File: src/rtl/chicken_track.sv
// Chicken Cha Cha Cha board stage: tile-image ring, chicken positions, tail counts and target-tile search.
// Build option: define TAIL_STEAL_EN to transfer tails from chickens jumped over during a move.
`timescale 1ns/1ps

module chicken_track #(
  parameter int unsigned NUM_TILES     = 24,
  parameter int unsigned START_SPACING = 6
) (
  input  logic        clk,
  input  logic        rst,
  input  logic [1:0]  N,
  input  logic [1:0]  T,
  input  logic        scan_req,
  input  logic        judge_valid,
  input  logic        go,
  input  logic        tile_we,
  input  logic [4:0]  tile_addr,
  input  logic [3:0]  tile_img,
  output logic [3:0]  position_data,
  output logic        pos_valid,
  output logic        busy,
  output logic        moved,
  output logic        stolen,
  output logic [4:0]  cur_pos,
  output logic [11:0] tails_all
);

  localparam int unsigned PW = 5;  // tile index
  localparam int unsigned IW = 4;  // tile image id
  localparam int unsigned CW = 3;  // tail count / player count
  localparam int unsigned NP = 4;  // player slots

`ifdef TAIL_STEAL_EN
  localparam bit STEAL_EN = 1'b1;
`else
  localparam bit STEAL_EN = 1'b0;
`endif

  typedef enum logic [1:0] {IDLE, SEARCH, READY, MOVE} state_t;

  state_t          state_q, state_d;
  logic [PW-1:0]   pos_q   [NP];
  logic [CW-1:0]   tails_q [NP];
  logic [IW-1:0]   img_q   [NUM_TILES];
  logic [PW-1:0]   cand_q;
  logic [NP-1:0]   skip_q;
  logic [1:0]      t_q;
  logic [CW-1:0]   cnt_q;

  logic [CW-1:0]   cnt_c;
  logic            scan_ok_c;
  logic [NP-1:0]   occ_c;
  logic [CW-1:0]   tails_nx_c [NP];
  logic            steal_c;
  logic [CW+1:0]   sum_c;
  logic            busy_d, pos_valid_d, moved_d, stolen_d;

  function automatic logic [PW-1:0] ring_inc(input logic [PW-1:0] p);
    return (p == PW'(NUM_TILES - 1)) ? '0 : p + PW'(1);
  endfunction

  // N=0 still means a two-player game
  always_comb begin
    cnt_c     = (N == 2'd0) ? CW'(2) : CW'(N) + CW'(1);
    scan_ok_c = (CW'(T) < cnt_c);
  end

  // Which active, non-moving chickens sit on the candidate tile
  always_comb begin
    occ_c = '0;
    for (int unsigned j = 0; j < NP; j++) begin
      occ_c[j] = (CW'(j) < cnt_q) && (2'(j) != t_q) && (pos_q[j] == cand_q);
    end
  end

  // Tails gathered from every jumped chicken, capped at 4
  always_comb begin
    tails_nx_c = tails_q;
    steal_c    = 1'b0;
    sum_c      = (CW+2)'(tails_q[t_q]);
    for (int unsigned j = 0; j < NP; j++) begin
      if (STEAL_EN && skip_q[j] && (tails_q[j] != '0)) begin
        sum_c         = sum_c + (CW+2)'(tails_q[j]);
        tails_nx_c[j] = '0;
        steal_c       = 1'b1;
      end
    end
    if (sum_c > (CW+2)'(4)) sum_c = (CW+2)'(4);
    tails_nx_c[t_q] = CW'(sum_c);
  end

  always_ff @(posedge clk or negedge rst) begin
    if (!rst) state_q <= IDLE;
    else      state_q <= state_d;
  end

  always_comb begin
    state_d     = state_q;
    busy_d      = 1'b0;
    pos_valid_d = 1'b0;
    moved_d     = 1'b0;
    stolen_d    = 1'b0;
    unique case (state_q)
      IDLE:    if (scan_req && scan_ok_c) state_d = SEARCH;
      SEARCH:  if (occ_c == '0) state_d = READY;
      READY:   if (judge_valid) state_d = go ? MOVE : IDLE;
      MOVE:    state_d = IDLE;
      default: state_d = IDLE;
    endcase
    busy_d      = (state_d != IDLE);
    pos_valid_d = (state_d == READY);
    moved_d     = (state_q == MOVE);
    stolen_d    = (state_q == MOVE) && steal_c;
  end

  // Board datapath and registered outputs
  always_ff @(posedge clk or negedge rst) begin
    if (!rst) begin
      for (int unsigned i = 0; i < NP; i++) begin
        pos_q[i]   <= PW'((i * START_SPACING) % NUM_TILES);
        tails_q[i] <= CW'(1);
      end
      for (int unsigned i = 0; i < NUM_TILES; i++) img_q[i] <= '0;
      cand_q        <= '0;
      skip_q        <= '0;
      t_q           <= '0;
      cnt_q         <= CW'(2);
      position_data <= '0;
      pos_valid     <= 1'b0;
      busy          <= 1'b0;
      moved         <= 1'b0;
      stolen        <= 1'b0;
      cur_pos       <= '0;
    end else begin
      pos_valid <= pos_valid_d;
      busy      <= busy_d;
      moved     <= moved_d;
      stolen    <= stolen_d;
      unique case (state_q)
        IDLE: begin
          for (int unsigned i = 0; i < NUM_TILES; i++) begin
            if (tile_we && (tile_addr == PW'(i))) img_q[i] <= tile_img;
          end
          if (scan_req && scan_ok_c) begin
            t_q     <= T;
            cnt_q   <= cnt_c;
            cand_q  <= ring_inc(pos_q[T]);
            skip_q  <= '0;
            cur_pos <= pos_q[T];
          end
        end
        SEARCH: begin
          if (occ_c != '0) begin
            skip_q <= skip_q | occ_c;
            cand_q <= ring_inc(cand_q);
          end else begin
            position_data <= img_q[cand_q];
          end
        end
        READY: if (judge_valid) position_data <= '0;
        MOVE: begin
          pos_q[t_q] <= cand_q;
          cur_pos    <= cand_q;
          tails_q    <= tails_nx_c;
        end
        default: ;
      endcase
    end
  end

  assign tails_all = {tails_q[3], tails_q[2], tails_q[1], tails_q[0]};

endmodule

File: config.mk
export PLATFORM = sky130hd
export DESIGN_NAME = chicken_track
export DESIGN_NICKNAME = d
export VERILOG_FILES = /design/src/rtl/chicken_track.sv
export SDC_FILE = /design/constraint.sdc
export NUM_CORES = 1
export LEC_CHECK = 0
export BUFFER_PORTS_ARGS = -buffer_cell sky130_fd_sc_hd__buf_2
export CAP_MARGIN = 5
export CELL_PAD_IN_SITES_DETAIL_PLACEMENT = 0
export CELL_PAD_IN_SITES_GLOBAL_PLACEMENT = 1
export CORE_ASPECT_RATIO = 0.7
export CORE_MARGIN = 5
export CORE_UTILIZATION = 40
export CTS_CLUSTER_DIAMETER = 150
export DETAILED_ROUTE_END_ITERATION = 10
export MAX_ROUTING_LAYER = met4
export PLACE_DENSITY = 0.78
export SLEW_MARGIN = 15
export SYNTH_ARGS = -nofsm -noshare
export SYNTH_HDL_FRONTEND = slang
export SYNTH_SLANG_ARGS = --single-unit
File: constraint.sdc
create_clock -name clk -period 3.65 [get_ports clk]
set_input_delay 0.73 -clock clk [delete_from_list [all_inputs] [get_ports clk]]
set_output_delay 0.73 -clock clk [all_outputs]
set_load 0.03 [all_outputs]
======== After elaboration in Yosys (flattened, before gate mapping) ========
Index checks and enable logic that the tools add are counted.
operators by class
  $add $sub $neg .......................... 3
  multipliers ............................. 0
  div/mod/pow operators ................... 0
  magnitude comparators ................... 10
  equality and inequality tests ........... 40
  shift-type cells ........................ 0
  mux-type cells .......................... 32
  bitwise gates (word level) .............. 3
  reductions and logical operators ........ 72
operators by type and width
  cell                                                              number
  2-bit AND reduction                                               26
  5-bit == test (second input constant)                             10
  5-bit by 4-bit == test with 1-bit output (second input constant)  8
  5-bit two-way mux                                                 8
  1-bit logical AND                                                 34
  4-bit binary-select mux with 5-bit select                         1
  20-bit bitwise mux                                                1
  5-bit by 3-bit == test with 1-bit output (second input constant)  4
  5-bit == test                                                     4
  5-bit one-hot mux with 2 select lines                             2
  4-bit two-way mux                                                 4
  3-bit two-way mux                                                 5
  12-bit bitwise mux                                                1
  5-bit by 1-bit adder with 5-bit output (second input constant)    2
  5-bit binary-select mux with 2-bit select                         1
  5-bit demux with 2-bit select                                     1
  5-bit by 2-bit == test with 1-bit output (second input constant)  2
  2-bit nonzero test                                                5
  2-bit two-way mux                                                 4
  2-bit != test (second input constant)                             4
  2-bit one-hot mux with 4 select lines                             1
  4-bit one-hot mux with 2 select lines                             1
  3-bit binary-select mux with 2-bit select                         1
  3-bit demux with 2-bit select                                     1
  20 further kinds                                                  29
storage, ports and cells
  register bits after elaboration ......... 152
  latch bits .............................. 0
  memory bits (writable) .................. 0
  ROM bits ................................ 0
  bits of input ports ..................... 19
  logic and storage cells ................. 201
  memories ................................ 0

======== Logic depth before layout (Yosys ltp) ========
Gate-level depths: netlist of the first run.
  word-level depth ........................ 8
  mapped depth ............................ 9
  mapped depth without buffers ............ 9

======== Least setup slack after synthesis of the first run ========
No wires, ideal clock.
  path type ............................... input -> register
  start point ............................. in T[0]
  end point ............................... reg cand_q[4]
  setup time .............................. 0.121 ns
  data arrival time ....................... 2.186 ns
  required time ........................... 3.529 ns
  setup slack ............................. 1.343 ns
  cell stages on the path ................. 8
  path buffers ............................ 1
  path through ............................ buf_6 -> mux4_2 -> ha_1 -> nand2_1 -> nor3b_1 -> a211oi_1 -> a41oi_1 -> o22a_1
on the way
  cells in the longest elaborated chain, start to end .. 8
  elaborated cells on any way between the ends .. 13
RTL lines
  item                                                                            line  text
  start: declaration                                                              12    input logic [1:0] T,
  2-bit NOT with 3-bit output (implied by the code)                               147   cand_q <= ring_inc(pos_q[T]);
  5-bit binary-select mux with 2-bit select                                       147
  5-bit two-way mux (implied by the code) (2 in series)                           147
  5-bit by 1-bit adder with 5-bit output / 5-bit == test (equally long branches)  59    return (p == PW'(NUM_TILES - 1)) ? '0 : p + PW'(1);
  5-bit two-way mux                                                               59
  5-bit two-way mux                                                               144   if (scan_req && scan_ok_c) begin
  5-bit one-hot mux with 2 select lines                                           139   unique case (state_q)
  end signal: assignment                                                          147
  end signal: assignment                                                          155   cand_q <= ring_inc(cand_q);
  end: declaration                                                                45    logic [PW-1:0] cand_q;
Parallel ways exist; a longest one is shown, timed or not. The select of a mux whose other input is x is not followed.
A chain may end at the register's enable or synchronous reset.

======== Worst setup path in the final report of the first run ========
  start point ............................. reg cand_q[1]
  end point ............................... reg cand_q[1]
on the way
  cells in the longest elaborated chain, start to end .. 5
  elaborated cells on any way between the ends .. 16
RTL lines
  item
  branches (longest 5 deep; another with 5-bit by 1-bit adder with 5-bit output)
Parallel ways; which one is timed is not known. The select of a mux whose other input is x is not followed.

==> results of run 1 <==
power breakdown:
group | switching, mW | internal (mW)
sequential | 0.581 | 2.23
combinational | 1.00 | 1.10
clock | 0.691 | 1.17
total | 2.27 | 4.50
sequential cells by signal, indices dropped and copies added, names as in the netlist, 2 cells and up:
name	count
cand_q	5
cnt_q	3
cur_pos	5
img_q	96
pos_q	20
position_data	4
state_q	2
t_q	2
tails_all	12
worst max-delay path by stage:
| stage | endpoint | slack, ns | cells past startpoint |
|---|---|---|---|
| global placement | cand_q[4]$_DFFE_PN0P_ | 1.03 | 8 |
| floorplan | cand_q[4]$_DFFE_PN0P_ | 1.34 | 8 |
| detailed placement | cand_q[4]$_DFFE_PN0P_ | 1.05 | 8 |
| global route | cand_q[0]$_DFFE_PN0P_ | 1.00 | 6 |
| CTS | cand_q[1]$_DFFE_PN0P_ | 1.14 | 6 |
| finish | cand_q[1]$_DFFE_PN0P_ | 1.15 | 6 |
area by class of cell:
class / count / area [sq um] / area share, %
Clock buffer: 19 / 453 / 5.38
Clock inverter: 13 / 176 / 2.10
Inverter: 8 / 30.0 / 0.357
Multi-Input combinational cell: 376 / 3370 / 40.1
Sequential cell: 152 / 3820 / 45.4
Tap cell: 236 / 295 / 3.51
Timing Repair Buffer: 49 / 272 / 3.23
cell families (layout without fill, tap and decap cells):
family	count (synthesis)	after routing
buffers and inverters	45	89
other	1	1
multiplexers	161	161
adder cells (fa/ha/maj)	4	4
flip-flops	152	152
XOR/XNOR	22	22
AND/OR/NAND/NOR	141	141
AO/OA/AOI/OAI	47	47
per-layer routing:
metal | track usage, % | up-vias | share of wire [%]
li1 | - | 2122 | -
met1 | 25.3 | 2543 | 48
met2 | 26.0 | 117 | 46
met3 | 3.88 | 17 | 4.6
met4 | 5.11 | 0 | 1.2
met5 | - | - | 0
metrics by stage:
stage	area (sq um)	instances	hold slack, ns	setup slack [ns]	util (%)
global placement	7790	821	0.377	1.03	43.0
floorplan	7420	573	0.434	1.34	-
CTS	8420	853	0.396	1.14	46.5
detailed placement	7790	821	0.383	1.05	43.0
finish	8420	853	0.393	1.15	46.5
global route	8420	853	0.406	1.00	46.5
layout by cell type (no fill, tap or decap), types with 5 or more instances in the layout:
cell type / count
mux2_2: 113
clkinv_2: 5
inv_1: 7
dfstp_2: 11
nand3_1: 11
dfrtp_1: 140
o21ai_0: 19
buf_4: 7
nor2_1: 18
buf_2: 41
nand2b_1: 8
nor2b_1: 5
nand2_1: 68
o22ai_1: 7
mux2i_1: 16
nor3_1: 10
xnor2_1: 18
a22oi_1: 5
clkbuf_16: 17
mux4_2: 31
==> results.py, run 1 <==
metrics = {
    "timing": {
        "rsz0062_at_grt": "false",
        "tns_ns": 0,
        "max-slew-margin-rel_pct": 36.2,
        "setup_viol": 0,
        "skew_ns": 0.00773,
        "fin_crit_ns": 2.50,
        "slew_viol_final": 0,
        "worstMarginPinSlew_ns": 0.958,
        "finalCritPeriodShare_pct": 68.5,
        "max_freq_ghz": 0.400,
        "hold_viol_final": 0,
    },
    "cts": {
        "tritoncts": "done",
        "ctsResizeCount": 0,
        "ctsHoldBuffers": 0,
        "cts-root-buf": "clkbuf_16",
        "cts.sinks": 152,
        "clk_latency_ns": 0.43,
        "post_cts_buffers": 0,
        "htree_levels": 4,
        "numCtsBuffers": 17,
        "clockBufferDepth": 2,
        "clk_pin_slew_worst_paths_ns": 0.06,
    },
    "worst_setup_path": {
        "crit_chain": "xnor2_1, nand3_1, nor4_1, nor4_4, o21ai_2, mux2_2",
        "crit_type": "flip-flop to flip-flop",
        "max_stage_delay_ns": 0.87,
        "cp_top_family": "flip-flops",
        "r2r_end": "cand_q[1]$_DFFE_PN0P_",
        "start_kind": "flip-flop",
        "r2r_start": "cand_q[1]$_DFFE_PN0P_",
        "arrival_ns": 2.81,
        "end_kind": "flip-flop",
        "startpoint": "cand_q[1]$_DFFE_PN0P_",
        "ff2ff_setup_slack_ns": 1.15,
        "ff2ff_path_depth": 6,
        "crit_slowest_cell": "dfrtp_1",
        "crit_fanout": 16,
        "crit_required_ns": 3.96,
        "critPathBufInv": 0,
    },
    "layout": {
        "antenna_cells": 0,
        "layout-drive-gt1-share_pct": 39.4,
        "num-nets-final": 627,
        "num-fill-cells": 1596,
        "area_growth_pct": 13.5,
    },
    "routing": {
        "finalWirelength_um": 17700,
        "dr_total_vias": 4799,
        "vias_per_cell": 5.63,
        "drt.antenna.violating_nets": 0,
        "wl_per_cell_um": 20.8,
        "first_pass_iters": 5,
        "drtIter0Drc": 354,
        "drc": 0,
    },
    "global_route": {
        "grtUsageTotal_pct": 17.8,
        "antenna_found_initial": 0,
        "grt_pass1_wl_um": 28700,
        "grt_pass1_vias": 5014,
        "grt-ovfl-total": 0,
        "grt_max_degree": 121,
    },
    "logic_synthesis": {
        "async_flop_share_pct": 100,
        "synth_most_common_cell": "dfrtp_1",
        "synth_fa_ha_area_share_pct": 0.675,
        "yosysTopAreaCell": "dfrtp_1",
        "syn_area_sq_um": 7420,
        "synth.top_cell.area_share_pct": 47.6,
        "yosysSeqAreaShare_pct": 51.5,
        "netlist_instances": 573,
        "synth_flop_cell": "dfrtp_1",
        "synth.distinct_cells": 48,
        "syn_avg_cell_area_sq_um": 12.9,
        "netlist_top_cells_count": "dfrtp_1 (141), mux2_2 (113), nand2_1 (68), mux4_2 (31), clkbuf_1 (22)",
        "synthXorXnorAreaFrac_pct": 2.60,
        "synthSimpleGateAreaFrac_pct": 9.11,
        "synth-seq-cells": 152,
        "synthMuxAreaShare_pct": 29.1,
        "synth_warnings": 0,
        "synth_top_family_by_area": "multiplexers",
        "synth_enable_flop_cells": 0,
        "synth_area_leaders": "dfrtp_1 (48%), mux2_2 (17%), mux4_2 (9.4%)",
        "synth_nets": 596,
        "synth_compound_area_share_pct": 3.96,
    },
    "power_and_ir_drop": {
        "ir_worst_vdd_v": 0.000422,
        "p_leak_nw": 3.84,
        "power_mw": 6.77,
        "p_per_area_nw_per_um2": 805,
    },
    "flow_run": {
        "drv_cap": 0,
    },
    "hold_path": {
        "hp-class": "flip-flop to flip-flop",
        "hold_path_end": "tails_all[11]$_DFFE_PN0P_",
        "hold_path_depth": 0,
        "hold_start": "tails_all[11]$_DFFE_PN0P_",
    },
    "floorplan": {
        "fp.dieArea_sq_um": 21400,
        "die_w_um": 173,
        "coreArea_sq_um": 18100,
        "num_rows": 41,
        "start_util_pct": 41.0,
        "die_height_um": 124,
        "io_pins": 44,
    },
    "place": {
        "dp_hpwl_um": 12500,
        "port-buffer-count": 42,
        "place_congestion": 0.869,
    },
    "outcome": {
        "status": "complete, no violations",
    },
}
Power figures use the tool's default switching activity.
==> inputs of run 2 (changes only) <==
PLACE_DENSITY = 0.8   (was 0.78)
clock period = 2.1 ns   (was 3.65 ns; I/O delays follow)
==> results.py, run 2 (synthesized netlist as in run 1, its figures left out) <==
metrics = {
    "outcome": {
        "status": "complete, no violations",
    },
    "global_route": {
        "grtUsageTotal_pct": 18.2,
        "grt_pass1_vias": 5211,
        "grt-ovfl-total": 0,
        "grt_max_degree": 58,
        "antenna_found_initial": 0,
        "grt_pass1_wl_um": 29300,
    },
    "worst_setup_path": {
        "start_kind": "flip-flop",
        "arrival_ns": 2.36,
        "crit_required_ns": 2.41,
        "end_kind": "flip-flop",
        "crit_fanout": 6,
        "crit_type": "flip-flop to flip-flop",
    },
    "timing": {
        "fin_crit_ns": 2.05,
        "max_freq_ghz": 0.487,
        "slew_viol_final": 0,
        "worstMarginPinSlew_ns": 0.634,
        "skew_ns": 0.00821,
        "setup_viol": 0,
        "finalCritPeriodShare_pct": 97.7,
        "rsz0062_at_grt": "true",
        "fin_hold_ws_ns": 0.254,
        "hold_viol_final": 0,
        "max-slew-margin-rel_pct": 57.4,
    },
    "place": {
        "port-buffer-count": 42,
        "place_congestion": 0.869,
        "dpl_cell_area_sq_um": 8110,
        "dp_hpwl_um": 13000,
    },
    "cts": {
        "cts.sinks": 152,
        "clk_latency_ns": 0.43,
        "cts-root-buf": "clkbuf_16",
        "htree_levels": 4,
        "numCtsBuffers": 17,
        "clk_pin_slew_worst_paths_ns": 0.07,
        "clockBufferDepth": 2,
        "tritoncts": "done",
    },
    "layout": {
        "antenna_cells": 0,
        "fin_area_sq_um": 8820,
        "num-nets-final": 671,
        "area_growth_pct": 18.9,
        "regMostFlops": "img_q",
        "final_common_cell": "dfrtp_1",
        "largest_reg_flops": 96,
        "num-fill-cells": 1600,
        "layout-drive-gt1-share_pct": 44.3,
        "layout_common_cells": "dfrtp_1 (139), mux2_2 (113), nand2_1 (68), buf_4 (44), buf_2 (41)",
    },
    "floorplan": {
        "coreArea_sq_um": 18100,
        "start_util_pct": 41.0,
        "io_pins": 44,
        "fp.dieArea_sq_um": 21400,
        "die_height_um": 124,
        "num_rows": 41,
        "die_w_um": 173,
    },
    "routing": {
        "drtIter0Drc": 400,
        "vias_per_cell": 5.46,
        "drt.antenna.violating_nets": 0,
        "wl_per_cell_um": 20.3,
        "dr_total_vias": 4894,
        "first_pass_iters": 5,
        "drc": 0,
        "finalWirelength_um": 18200,
    },
    "power_and_ir_drop": {
        "p_per_area_nw_per_um2": 1390,
        "comb_power_share_pct": 37.7,
        "p_seq_share_pct": 38.0,
        "p_leak_nw": 4.05,
        "switching_share_pct": 35.2,
        "switchingPower_mw": 4.31,
        "ir_worst_vdd_v": 0.000799,
        "internal_power_mw": 7.93,
        "p_clk_share_pct": 24.4,
    },
    "hold_path": {
        "hp-class": "input pin to flip-flop",
    },
    "flow_run": {
        "drv_cap": 0,
    },
}
==> run 2: changes by cell type in the layout (fill, tap and decap cells not counted), sizes merged <==
| cell | delta |
|---|---|
| bufinv | -3 |
| clkinvlp | +1 |
| clkbuf | -1 |
| buf | +43 |
| clkinv | -2 |
| inv | +5 |
| dlygate4sd3 | +1 |
==> run 2: worst paths after layout <==
kind / from / endpoint / slack (ns) / depth (start not counted)
max reg2reg: cand_q[0]$_DFFE_PN0P_ / position_data[3]$_DFFE_PN0P_ / 0.05 / 7
max in group asynchronous: rst / pos_q[1]$_DFFE_PN1P_ / 0.94 / 3
min reg2reg: tails_all[11]$_DFFE_PN0P_ / tails_all[11]$_DFFE_PN0P_ / 0.39 / 0
min: go / state_q[0]$_DFF_PN0_ / 0.25 / 3
max: cand_q[0]$_DFFE_PN0P_ / position_data[3]$_DFFE_PN0P_ / 0.05 / 7
min in group asynchronous: rst / img_q[37]$_DFFE_PN0P_ / 0.47 / 2
==> run 2: power by group through the flow <==
stage                     Sequential [mW]  Clock (mW)  Combinational (mW)
final                                4.65        2.98                4.62
after global placement               4.59           0                4.26
after floorplan                      4.45           0                3.06
after detailed placement             4.64           0                4.34
after CTS                            4.60        3.02                4.40
after global routing                 4.75        3.16                5.00
==> run 2: worst max-delay path, cell delays in order (launching register included) <==
cell       delay [ns]
dfrtp_2          0.47
clkbuf_16        0.19
buf_4            0.11
mux4_2           0.50
mux2i_1          0.23
o22ai_1          0.13
nor2_1           0.20
mux2i_1          0.10
==> run 2: layout make-up <==
cell class | instances | area [sq um] | area share (%)
Inverter | 8 | 30.0 | 0.341
Clock inverter | 14 | 140 | 1.59
Multi-Input combinational cell | 376 | 3430 | 38.9
Tap cell | 236 | 295 | 3.35
Timing Repair Buffer | 93 | 673 | 7.63
Clock buffer | 18 | 429 | 4.87
Sequential cell | 152 | 3820 | 43.3
==> run 2: through the flow <==
stage	power (mW)	std cells	utilization (%)	TNS, ns	worst slack, ns
floorplan	7.51	573	-	0	0.103
global placement	8.84	858	44.8	0	0.0109
detailed placement	8.98	858	44.8	-0.0665	-0.0505
CTS	12.0	891	48.1	0	0.0608
global route	12.9	897	48.7	-0.131	-0.0384
finish	12.2	897	48.7	0	0.0476
==> run 2: what timing repair did <==
item | 4_1_cts | 5_1_grt
gates resized for setup | 2 | 10
buffers inserted | 0 | 5
endpoints found under the setup margin | 2 | 6
endpoints found under the hold margin | 38 | 0
pin swaps | 0 | 5
hold buffers | 1 | 0
cloned | 0 | 1
==> run 2: layer usage <==
metal,routed length [um],up-vias,GRT usage [%]
met3,1210,29,5.34
met1,8650,2514,26.2
met5,0,-,-
li1,-,2222,-
met2,8060,129,25.2
met4,318,0,4.66
